===== config.mk =====
export PLATFORM = sky130hd
export DESIGN_NAME = miinst_queue_flat
export DESIGN_NICKNAME = d
export VERILOG_FILES = /design/src/rtl/miinst_queue_if.sv /design/src/rtl/miinst_queue.sv /design/src/flat_wrapper.sv
export SDC_FILE = /design/constraint.sdc
export NUM_CORES = 1
export LEC_CHECK = 0
export ABC_AREA = 1
export CAP_MARGIN = 20
export CORE_UTILIZATION = 46
export DETAILED_ROUTE_END_ITERATION = 8
export HOLD_SLACK_MARGIN = 0.06
export PLACE_DENSITY = 0.69
export SLEW_MARGIN = 20
export SYNTH_ARGS = -nofsm -noshare
export SYNTH_HDL_FRONTEND = slang
export SYNTH_SLANG_ARGS = --single-unit

===== constraint.sdc =====
create_clock -name clk -period 12.67 [get_ports clk]
set_clock_uncertainty 0.2 [all_clocks]
set_input_delay 2.534 -clock clk [delete_from_list [all_inputs] [get_ports clk]]
set_output_delay 2.534 -clock clk [all_outputs]
set_load 0.01 [all_outputs]

===== src/rtl/miinst_queue_if.sv =====
// miinst_queue_if: micro-instruction type package and the decoder <-> decode_phase queue interface
package miinst_pkg;
   typedef enum logic [3:0] {
      MIOP_NOP,
      MIOP_ALU,
      MIOP_LOAD,
      MIOP_STORE,
      MIOP_BRANCH,
      MIOP_MOV
   } miop_t;
   typedef struct packed {
      miop_t       opcode;
      logic [31:0] pc;
      logic [3:0]  dst;
      logic [3:0]  src1;
      logic [3:0]  src2;
      logic [31:0] imm;
   } miinst_t;
endpackage

interface miinst_queue_if #(parameter int DEPTH = 16);
   import miinst_pkg::*;
   localparam int AW = $clog2(DEPTH);
   logic          flush;
   logic          enq_valid;
   miinst_t       enq_miinst;
   logic          enq_ready;
   logic          almost_full;
   logic          deq_en;
   miinst_t       deq_miinst_head;
   logic          head_valid;
   logic [AW:0]   count;
   modport master (
      output flush, enq_valid, enq_miinst, deq_en,
      input  enq_ready, almost_full, deq_miinst_head, head_valid, count
   );
   modport slave (
      input  flush, enq_valid, enq_miinst, deq_en,
      output enq_ready, almost_full, deq_miinst_head, head_valid, count
   );
endinterface


===== src/rtl/miinst_queue.sv =====
// miinst_queue: FIFO of decoded micro-instructions feeding decode_phase; head is NOP when empty.
// Optional same-cycle enq->head bypass when empty: define MIINST_QUEUE_BYPASS_EN.
module miinst_queue
   import miinst_pkg::*;
#(
   parameter int DEPTH    = 16,
   parameter int AFULL_TH = 2
) (
   input logic            clk,
   input logic            rstn,
   miinst_queue_if.slave  q
);
   localparam int AW = $clog2(DEPTH);
   localparam logic [AW:0] DEPTH_W = DEPTH[AW:0];
   localparam logic [AW:0] TH_W    = AFULL_TH[AW:0];
   miinst_t     mem [DEPTH];
   logic [AW:0] wr_ptr, rd_ptr, used;
   logic        empty, full, byp, do_enq, do_deq;
   miinst_t     head_src;
   assign used  = wr_ptr - rd_ptr;
   assign empty = wr_ptr == rd_ptr;
   assign full  = (wr_ptr[AW-1:0] == rd_ptr[AW-1:0]) & (wr_ptr[AW] != rd_ptr[AW]);
`ifdef MIINST_QUEUE_BYPASS_EN
   assign byp      = empty & q.enq_valid & ~q.flush;
   assign head_src = byp ? q.enq_miinst : mem[rd_ptr[AW-1:0]];
`else
   assign byp      = 1'b0;
   assign head_src = mem[rd_ptr[AW-1:0]];
`endif
   // a bypassed entry consumed in the same cycle is never written
   assign do_enq = q.enq_valid & ~full & ~q.flush & ~(byp & q.deq_en);
   assign do_deq = q.deq_en & ~empty & ~q.flush;
   // status and head view derived from registered pointers (plus bypass path)
   always_comb begin
      q.enq_ready              = ~full;
      q.almost_full            = (DEPTH_W - used) <= TH_W;
      q.count                  = used;
      q.head_valid             = ~empty | byp;
      q.deq_miinst_head        = head_src;
      q.deq_miinst_head.opcode = q.head_valid ? head_src.opcode : MIOP_NOP;
   end
   // storage array, written only on an accepted enqueue
   always_ff @(posedge clk) begin
      if (do_enq) mem[wr_ptr[AW-1:0]] <= q.enq_miinst;
   end
   // pointer update; flush outranks any same-cycle enq/deq
   always_ff @(posedge clk or negedge rstn) begin
      if (!rstn) begin
         wr_ptr <= '0;
         rd_ptr <= '0;
      end else if (q.flush) begin
         wr_ptr <= '0;
         rd_ptr <= '0;
      end else begin
         if (do_enq) wr_ptr <= wr_ptr + 1'b1;
         if (do_deq) rd_ptr <= rd_ptr + 1'b1;
      end
   end
endmodule


===== src/flat_wrapper.sv =====
// flat-port wrapper written by rule: the top's interface ports become plain ports
module miinst_queue_flat import miinst_pkg::*;
#(
   parameter int DEPTH    = 16,
   parameter int AFULL_TH = 2
)
  (clk, rstn, q_flush, q_enq_valid, q_enq_miinst, q_deq_en, q_enq_ready, q_almost_full, q_deq_miinst_head, q_head_valid, q_count);
  miinst_queue_if #(.DEPTH(DEPTH)) q_i ();
  input logic clk;
  input logic rstn;
  input wire logic [$bits(q_i.flush)-1:0] q_flush;
  input wire logic [$bits(q_i.enq_valid)-1:0] q_enq_valid;
  input wire logic [$bits(q_i.enq_miinst)-1:0] q_enq_miinst;
  input wire logic [$bits(q_i.deq_en)-1:0] q_deq_en;
  output wire logic [$bits(q_i.enq_ready)-1:0] q_enq_ready;
  output wire logic [$bits(q_i.almost_full)-1:0] q_almost_full;
  output wire logic [$bits(q_i.deq_miinst_head)-1:0] q_deq_miinst_head;
  output wire logic [$bits(q_i.head_valid)-1:0] q_head_valid;
  output wire logic [$bits(q_i.count)-1:0] q_count;
  assign q_i.flush = q_flush;
  assign q_i.enq_valid = q_enq_valid;
  assign q_i.enq_miinst = q_enq_miinst;
  assign q_i.deq_en = q_deq_en;
  assign q_enq_ready = q_i.enq_ready;
  assign q_almost_full = q_i.almost_full;
  assign q_deq_miinst_head = q_i.deq_miinst_head;
  assign q_head_valid = q_i.head_valid;
  assign q_count = q_i.count;
  miinst_queue #(.DEPTH(DEPTH), .AFULL_TH(AFULL_TH)) u_core (.clk(clk), .rstn(rstn), .q(q_i));
endmodule

==> flow_results.xml, run 1 <==
<?xml version="1.0" encoding="UTF-8"?>
<metrics>
  <group name="status">
    <metric name="run_status" unit="">finished, violations left</metric>
    <metric name="violations_in_the_final_reports" unit="">max-slew violations</metric>
  </group>
  <group name="critical_path">
    <metric name="timing.critical_path.from" unit="">u_core.rd_ptr[1]</metric>
    <metric name="worst_r2r_path_depth" unit="">10</metric>
    <metric name="reg2reg_setup_slack" unit="ns">7.31</metric>
    <metric name="critPathCaptureType" unit="">primary output</metric>
    <metric name="cp_max_fo" unit="">105</metric>
    <metric name="rr_endpoint" unit="">u_core.mem[5][24]</metric>
    <metric name="r2r-start" unit="">u_core.rd_ptr[1]</metric>
    <metric name="timing.critical_path.from_type" unit="">flip-flop</metric>
    <metric name="setup.worst_path.end" unit="">q_deq_miinst_head[37]</metric>
    <metric name="setup.worst_path.class" unit="">flip-flop to primary output</metric>
    <metric name="timing.critical_path.required" unit="ns">9.94</metric>
    <metric name="worstPathArrival" unit="ns">4.95</metric>
  </group>
  <group name="placed_design">
    <metric name="setup_ws_pre_cts" unit="ns">5.88</metric>
    <metric name="detailed_place_hpwl" unit="mm">58.7</metric>
    <metric name="placement.io_buffers" unit="">172</metric>
    <metric name="gp_congestion" unit="">0.762</metric>
  </group>
  <group name="sta">
    <metric name="setup_violations" unit="">0</metric>
    <metric name="max_slew_margin" unit="">-0.00227</metric>
    <metric name="grt_setup_unrepaired" unit="">no</metric>
    <metric name="worst_slew_pin_slew" unit="ns">1.50</metric>
    <metric name="aggregate_negative_setup_slack" unit="ns">0</metric>
    <metric name="final_setup_slack_of_the_worst_path" unit="ns">4.99</metric>
    <metric name="period_needed" unit="ns">7.68</metric>
    <metric name="period_share" unit="">0.607</metric>
    <metric name="achievable-frequency" unit="MHz">130</metric>
    <metric name="final_hold_violation_count" unit="">0</metric>
    <metric name="final_max_slew_viols" unit="">17</metric>
  </group>
  <group name="cts">
    <metric name="post_cts_buffers" unit="">0</metric>
    <metric name="clk_latency" unit="ns">0.76</metric>
    <metric name="total_clock_buffers_created_by_cts" unit="">130</metric>
    <metric name="post_cts.resized_instances" unit="">0</metric>
    <metric name="tritoncts" unit="">done</metric>
    <metric name="cts.reportedPaths.clkPinSlew" unit="ns">0.06</metric>
    <metric name="htree_levels" unit="">4</metric>
    <metric name="clockRootBuffer" unit="">sky130_fd_sc_hd__clkbuf_16</metric>
    <metric name="clockBufferDepth" unit="">3</metric>
    <metric name="cts_hold_buf" unit="">0</metric>
    <metric name="clock_sinks" unit="">1290</metric>
  </group>
  <group name="global_routing">
    <metric name="grt_remaining_overflow" unit="">0</metric>
    <metric name="global_route_wire_length_before_repair" unit="mm">186</metric>
    <metric name="grtUsageTotal" unit="">0.220</metric>
    <metric name="grt_pass1_vias" unit="">30900</metric>
    <metric name="grt_antenna_before_repair" unit="">11</metric>
    <metric name="grt_start_max_net_pins" unit="">253</metric>
  </group>
  <group name="drt">
    <metric name="first_iter_violations" unit="">3923</metric>
    <metric name="ant_nets" unit="">0</metric>
    <metric name="wl" unit="mm">124</metric>
    <metric name="route.detailed.vias_per_inst" unit="">5.58</metric>
    <metric name="num_vias" unit="">31600</metric>
    <metric name="first_pass_drt_iterations" unit="">6</metric>
    <metric name="drc_violation_count_after_routing" unit="">0</metric>
    <metric name="mean_routed_wirelength_per_cell" unit="um">21.9</metric>
  </group>
  <group name="synth">
    <metric name="postSynthCellCount" unit="">3997</metric>
    <metric name="synth.distinct_cells" unit="">24</metric>
    <metric name="synth_ff_type" unit="">sky130_fd_sc_hd__edfxtp_1</metric>
    <metric name="synth_seq_area_share" unit="">0.758</metric>
    <metric name="synth.top_cells.by_area" unit="">sky130_fd_sc_hd__edfxtp_1 (75%), sky130_fd_sc_hd__nor2_1 (5.8%), sky130_fd_sc_hd__o21ai_0 (5.0%), sky130_fd_sc_hd__nand2_1 (3.3%), sky130_fd_sc_hd__o211ai_1 (2.2%)</metric>
    <metric name="synth_warnings" unit="">0</metric>
    <metric name="synth_largest_area_cell" unit="">sky130_fd_sc_hd__edfxtp_1</metric>
    <metric name="mapped_area" unit="sq um">51100</metric>
    <metric name="synthDominantCellAreaShare" unit="">0.753</metric>
    <metric name="synthesized_netlist_net_count" unit="">4094</metric>
    <metric name="asyncSetResetFlopFracSynth" unit="">0.00775</metric>
    <metric name="syn_avg_cell_area" unit="sq um">12.8</metric>
    <metric name="synth_enable_flop_cells" unit="">1280</metric>
    <metric name="ys_ff_latch" unit="">1290</metric>
  </group>
  <group name="floorplan">
    <metric name="dieHeight" unit="um">335</metric>
    <metric name="core_region_area" unit="sq um">109000</metric>
    <metric name="dieWidth" unit="um">335</metric>
    <metric name="design.portCount" unit="">173</metric>
    <metric name="start_util" unit="">0.466</metric>
    <metric name="die_area" unit="sq um">112000</metric>
    <metric name="num_rows" unit="">121</metric>
  </group>
  <group name="power_and_ir_drop">
    <metric name="fin_total_pwr" unit="uW">9760</metric>
    <metric name="power.leakage" unit="uW">0.0194</metric>
    <metric name="irDropWorstVdd" unit="mV">0.131</metric>
    <metric name="powerDensity" unit="nW/um^2">167</metric>
  </group>
  <group name="finish">
    <metric name="sequential_cell_area" unit="sq um">38700</metric>
    <metric name="nNetsFinal" unit="">4195</metric>
    <metric name="fillCellCount" unit="">8909</metric>
    <metric name="relative_area_change_from_synthesis_to_final_layout" unit="%">14.2</metric>
    <metric name="post_route_cells_drive_above_1_share" unit="">0.0601</metric>
    <metric name="area_of_combinational_cells_with_multiple_inputs" unit="sq um">10800</metric>
  </group>
  <group name="worst_hold_path">
    <metric name="hold_class" unit="">flip-flop to flip-flop</metric>
    <metric name="min-delay-start" unit="">u_core.wr_ptr[4]</metric>
  </group>
  <group name="job">
    <metric name="drv_cap" unit="">0</metric>
  </group>
</metrics>
## through the flow
step / utilization / hold WS, ns / area (sq um) / cells
floorplan: - / 0.397 / 51100 / 3997
global placement: 0.494 / 0.419 / 54100 / 5440
detailed placement: 0.494 / 0.452 / 54100 / 5440
CTS: 0.532 / 0.460 / 58300 / 5664
global route: 0.533 / 0.488 / 58300 / 5669
finish: 0.533 / 0.460 / 58300 / 5670
## layout by cell type (no fill, tap or decap), types with 5 or more instances in the layout
cell type,synthesis,layout
sky130_fd_sc_hd__clkbuf_16,0,131
sky130_fd_sc_hd__buf_4,24,46
sky130_fd_sc_hd__a21oi_1,6,6
sky130_fd_sc_hd__nand2_1,449,449
sky130_fd_sc_hd__o21ai_1,112,112
sky130_fd_sc_hd__o22ai_1,152,152
sky130_fd_sc_hd__clkinv_2,0,14
sky130_fd_sc_hd__clkinvlp_4,0,5
sky130_fd_sc_hd__nand3_1,117,117
sky130_fd_sc_hd__nor2_1,792,778
sky130_fd_sc_hd__bufinv_16,0,9
sky130_fd_sc_hd__ha_1,11,11
sky130_fd_sc_hd__o211ai_1,152,152
sky130_fd_sc_hd__dfrtp_1,10,7
sky130_fd_sc_hd__inv_1,134,131
sky130_fd_sc_hd__edfxtp_1,1280,1280
sky130_fd_sc_hd__clkinv_16,0,7
sky130_fd_sc_hd__nor2_4,0,14
sky130_fd_sc_hd__clkbuf_1,152,30
sky130_fd_sc_hd__clkdlybuf4s50_1,0,172
sky130_fd_sc_hd__o21ai_0,510,510
sky130_fd_sc_hd__clkinv_1,0,21
## worst max-delay path, cell delays in order (launching register included)
cell                              delay (ns)
sky130_fd_sc_hd__dfrtp_4                0.85
sky130_fd_sc_hd__buf_4                  0.74
sky130_fd_sc_hd__buf_4                  0.97
sky130_fd_sc_hd__o21ai_0                0.23
sky130_fd_sc_hd__o22ai_1                0.22
sky130_fd_sc_hd__nand2_1                0.07
sky130_fd_sc_hd__nand2_1                0.11
sky130_fd_sc_hd__inv_1                  0.04
sky130_fd_sc_hd__nand2_1                0.17
sky130_fd_sc_hd__clkdlybuf4s50_1        0.58
## state kept, by name (all words and copies together), names as in the netlist
register and cells:
u_core.wr_ptr 5, u_core.rd_ptr 5, u_core.mem 1280
## cells by family after synthesis
kind of cell	count (synthesis)	share of synthesized area
adder cells (fa/ha/maj)	12	0.00309
buffers and inverters	392	0.0322
AO/OA/AOI/OAI	932	0.103
AND/OR/NAND/NOR	1367	0.104
flip-flops	1290	0.758
XOR/XNOR	4	0.000686
## worst min-delay path by stage
stage	to	slack, ns	cells after the start
after floorplan	u_core.wr_ptr[4]	0.40	2
after global placement	u_core.wr_ptr[4]	0.42	2
after detailed placement	u_core.wr_ptr[4]	0.45	2
after CTS	u_core.wr_ptr[4]	0.46	2
after global routing	u_core.wr_ptr[4]	0.49	2
final	u_core.wr_ptr[4]	0.46	2
## cell usage after synthesis, types with 6 or more instances
cell	count
sky130_fd_sc_hd__a21oi_1	6
sky130_fd_sc_hd__buf_1	24
sky130_fd_sc_hd__buf_2	54
sky130_fd_sc_hd__buf_4	24
sky130_fd_sc_hd__clkbuf_1	152
sky130_fd_sc_hd__dfrtp_1	10
sky130_fd_sc_hd__edfxtp_1	1280
sky130_fd_sc_hd__ha_1	11
sky130_fd_sc_hd__inv_1	134
sky130_fd_sc_hd__nand2_1	449
sky130_fd_sc_hd__nand3_1	117
sky130_fd_sc_hd__nor2_1	792
sky130_fd_sc_hd__o211ai_1	152
sky130_fd_sc_hd__o21ai_0	510
sky130_fd_sc_hd__o21ai_1	112
sky130_fd_sc_hd__o22ai_1	152
## layer usage
metal  wire length, um  GRT usage  vias up  share of wire
met5                88          0        -        0.00071
met4              4320     0.0875       14          0.035
met3              7890     0.0359      256          0.063
met2             61500      0.374     1077           0.49
met1             50500      0.282    15700           0.41
li1                  -          -    14600              -
## where the power goes
part / internal, uW / switching (uW) / leakage (uW)
sequential: 4730 / 16.6 / 0.0117
clock: 2120 / 1630 / 0.00200
combinational: 443 / 831 / 0.00575
total: 7290 / 2480 / 0.0194
## final cells by class
class | count | area share
Antenna cell | 4 | 0.000172
Clock buffer | 161 | 0.0581
Clock inverter | 63 | 0.0136
Inverter | 136 | 0.00903
Multi-Input combinational cell | 2315 | 0.186
Sequential cell | 1290 | 0.664
Tap cell | 1476 | 0.0317
Timing Repair Buffer | 225 | 0.0380
No activity file was read; power rests on OpenSTA's default activity.
==> run 2, diff against run 1 <==
- PLACE_DENSITY: 0.69 -> 0.71
- clock period: 12.67 -> 6.9 ns (I/O delays scaled with it)
==> flow_results.xml, run 2 (synthesis results as in run 1) <==
<?xml version="1.0" encoding="UTF-8"?>
<metrics>
  <group name="floorplan">
    <metric name="dieWidth" unit="um">335</metric>
    <metric name="start_util" unit="">0.466</metric>
    <metric name="num_rows" unit="">121</metric>
    <metric name="dieHeight" unit="um">335</metric>
    <metric name="design.portCount" unit="">173</metric>
    <metric name="core_region_area" unit="sq um">109000</metric>
    <metric name="die_area" unit="sq um">112000</metric>
  </group>
  <group name="cts">
    <metric name="post_cts.resized_instances" unit="">0</metric>
    <metric name="cts_hold_buf" unit="">0</metric>
    <metric name="tritoncts" unit="">done</metric>
    <metric name="clockBufferDepth" unit="">3</metric>
    <metric name="clk_latency" unit="ns">0.72</metric>
    <metric name="clockRootBuffer" unit="">sky130_fd_sc_hd__clkbuf_16</metric>
    <metric name="cts.reportedPaths.clkPinSlew" unit="ns">0.06</metric>
    <metric name="clock_sinks" unit="">1290</metric>
    <metric name="post_cts_buffers" unit="">0</metric>
    <metric name="total_clock_buffers_created_by_cts" unit="">133</metric>
    <metric name="htree_levels" unit="">4</metric>
  </group>
  <group name="finish">
    <metric name="max_reg_flops" unit="">1280</metric>
    <metric name="fillCellCount" unit="">8741</metric>
    <metric name="post_route_cells_drive_above_1_share" unit="">0.0633</metric>
    <metric name="nNetsFinal" unit="">4203</metric>
    <metric name="relative_area_change_from_synthesis_to_final_layout" unit="%">14.9</metric>
    <metric name="mostFrequentLayoutCells" unit="">sky130_fd_sc_hd__edfxtp_1 (1,280), sky130_fd_sc_hd__nor2_1 (778), sky130_fd_sc_hd__o21ai_0 (510)</metric>
    <metric name="layout.cells.most_common" unit="">sky130_fd_sc_hd__edfxtp_1</metric>
    <metric name="total_non_filler_cell_area_in_the_finished_layout" unit="sq um">58700</metric>
  </group>
  <group name="power_and_ir_drop">
    <metric name="fin_total_pwr" unit="uW">18100</metric>
    <metric name="irDropWorstVdd" unit="mV">0.244</metric>
    <metric name="power.leakage" unit="uW">0.0196</metric>
    <metric name="powerDensity" unit="nW/um^2">308</metric>
  </group>
  <group name="worst_hold_path">
    <metric name="hold_class" unit="">flip-flop to flip-flop</metric>
  </group>
  <group name="placed_design">
    <metric name="dpl_cell_area" unit="sq um">54300</metric>
    <metric name="detailed_place_hpwl" unit="mm">60.2</metric>
    <metric name="setup_ws_pre_cts" unit="ns">1.80</metric>
    <metric name="gp_congestion" unit="">0.771</metric>
    <metric name="placement.io_buffers" unit="">172</metric>
  </group>
  <group name="critical_path">
    <metric name="timing.critical_path.required" unit="ns">5.32</metric>
    <metric name="setup.worst_path.class" unit="">flip-flop to primary output</metric>
    <metric name="critPathCaptureType" unit="">primary output</metric>
    <metric name="timing.critical_path.from_type" unit="">flip-flop</metric>
    <metric name="cp_max_fo" unit="">162</metric>
    <metric name="worstPathArrival" unit="ns">4.26</metric>
  </group>
  <group name="job">
    <metric name="drv_cap" unit="">0</metric>
  </group>
  <group name="status">
    <metric name="run_status" unit="">complete, no violations</metric>
  </group>
  <group name="global_routing">
    <metric name="grtUsageTotal" unit="">0.216</metric>
    <metric name="grt_remaining_overflow" unit="">0</metric>
    <metric name="grt_pass1_vias" unit="">30700</metric>
    <metric name="global_route_wire_length_before_repair" unit="mm">183</metric>
    <metric name="grt_antenna_before_repair" unit="">13</metric>
    <metric name="grt_start_max_net_pins" unit="">230</metric>
  </group>
  <group name="drt">
    <metric name="drc_violation_count_after_routing" unit="">0</metric>
    <metric name="first_iter_violations" unit="">3476</metric>
    <metric name="num_vias" unit="">31900</metric>
    <metric name="first_pass_drt_iterations" unit="">6</metric>
    <metric name="route.detailed.vias_per_inst" unit="">5.61</metric>
    <metric name="mean_routed_wirelength_per_cell" unit="um">21.6</metric>
    <metric name="wl" unit="mm">123</metric>
    <metric name="ant_nets" unit="">0</metric>
  </group>
  <group name="sta">
    <metric name="grt_setup_unrepaired" unit="">no</metric>
    <metric name="final_hold_violation_count" unit="">0</metric>
    <metric name="worst_slew_pin_slew" unit="ns">1.19</metric>
    <metric name="final_setup_slack_of_the_worst_path" unit="ns">1.06</metric>
    <metric name="period_share" unit="">0.846</metric>
    <metric name="final_max_slew_viols" unit="">0</metric>
    <metric name="achievable-frequency" unit="MHz">171</metric>
    <metric name="aggregate_negative_setup_slack" unit="ns">0</metric>
    <metric name="max_slew_margin" unit="">0.207</metric>
    <metric name="setup_violations" unit="">0</metric>
    <metric name="period_needed" unit="ns">5.84</metric>
  </group>
</metrics>
## run 2: cell types whose count changed in the layout (fill, tap and decap cells not counted)
cell,delta
sky130_fd_sc_hd__clkinv_8,+3
sky130_fd_sc_hd__buf_12,+17
sky130_fd_sc_hd__buf_6,-1
sky130_fd_sc_hd__inv_6,+1
sky130_fd_sc_hd__clkinv_1,+1
sky130_fd_sc_hd__bufinv_16,+3
sky130_fd_sc_hd__inv_16,-1
sky130_fd_sc_hd__buf_4,-11
sky130_fd_sc_hd__clkbuf_16,+5
sky130_fd_sc_hd__clkinv_16,-5
sky130_fd_sc_hd__clkinvlp_4,-3
sky130_fd_sc_hd__clkinv_2,+6
sky130_fd_sc_hd__clkbuf_1,-4
## run 2: layout make-up
| cell class | count | area, sq um | area share |
|---|---|---|---|
| diodes | 4 | 10.0 | 0.000171 |
| repair buffers | 230 | 2460 | 0.0419 |
| clock inverters | 68 | 781 | 0.0133 |
| flip-flops and latches | 1290 | 38700 | 0.660 |
| well taps | 1476 | 1850 | 0.0315 |
| multi-input cells | 2315 | 10800 | 0.185 |
| inverters | 136 | 527 | 0.00898 |
| clock buffers | 162 | 3500 | 0.0597 |
## run 2: where the power goes
part | switching [uW] | internal [uW] | leakage, uW | total, uW
Clock | 2930 | 4090 | 0.00209 | 7020
Combinational | 1500 | 811 | 0.00582 | 2310
Sequential | 54.6 | 8680 | 0.0117 | 8740
## run 2: final timing paths
kind	start	end	slack, ns	cells after the start
max	u_core.rd_ptr[0]	q_deq_miinst_head[44]	1.06	9
min	u_core.wr_ptr[4]	u_core.wr_ptr[4]	0.46	2
max reg2reg	u_core.rd_ptr[1]	u_core.mem[14][56]	2.31	10
min reg2reg	u_core.wr_ptr[4]	u_core.wr_ptr[4]	0.46	2
max in group asynchronous	rstn	u_core.rd_ptr[0]	5.28	1
min in group asynchronous	rstn	u_core.rd_ptr[4]	0.81	1
## run 2: critical path, cell delays in order, from the launching register on
cell and delay (ns):
sky130_fd_sc_hd__dfrtp_4 0.75, sky130_fd_sc_hd__inv_8 0.74, sky130_fd_sc_hd__buf_4 0.62, sky130_fd_sc_hd__o21ai_0 0.18, sky130_fd_sc_hd__o22ai_1 0.15, sky130_fd_sc_hd__nand2_1 0.07
sky130_fd_sc_hd__nand2_1 0.09, sky130_fd_sc_hd__inv_1 0.04, sky130_fd_sc_hd__nand2_1 0.16, sky130_fd_sc_hd__clkdlybuf4s50_1 0.57
## run 2: through the flow
stage,cells,util,hold WS (ns)
floorplan,3997,-,0.397
global placement,5444,0.496,0.415
detailed placement,5446,0.497,0.447
CTS,5676,0.536,0.456
global route,5681,0.536,0.495
finish,5681,0.536,0.455
## run 2: per-layer routing
layer / share of wire / global-route usage
met1: 0.40 / 0.276
met2: 0.50 / 0.368
met3: 0.069 / 0.0329
met4: 0.030 / 0.0858
met5: 0.00050 / 0
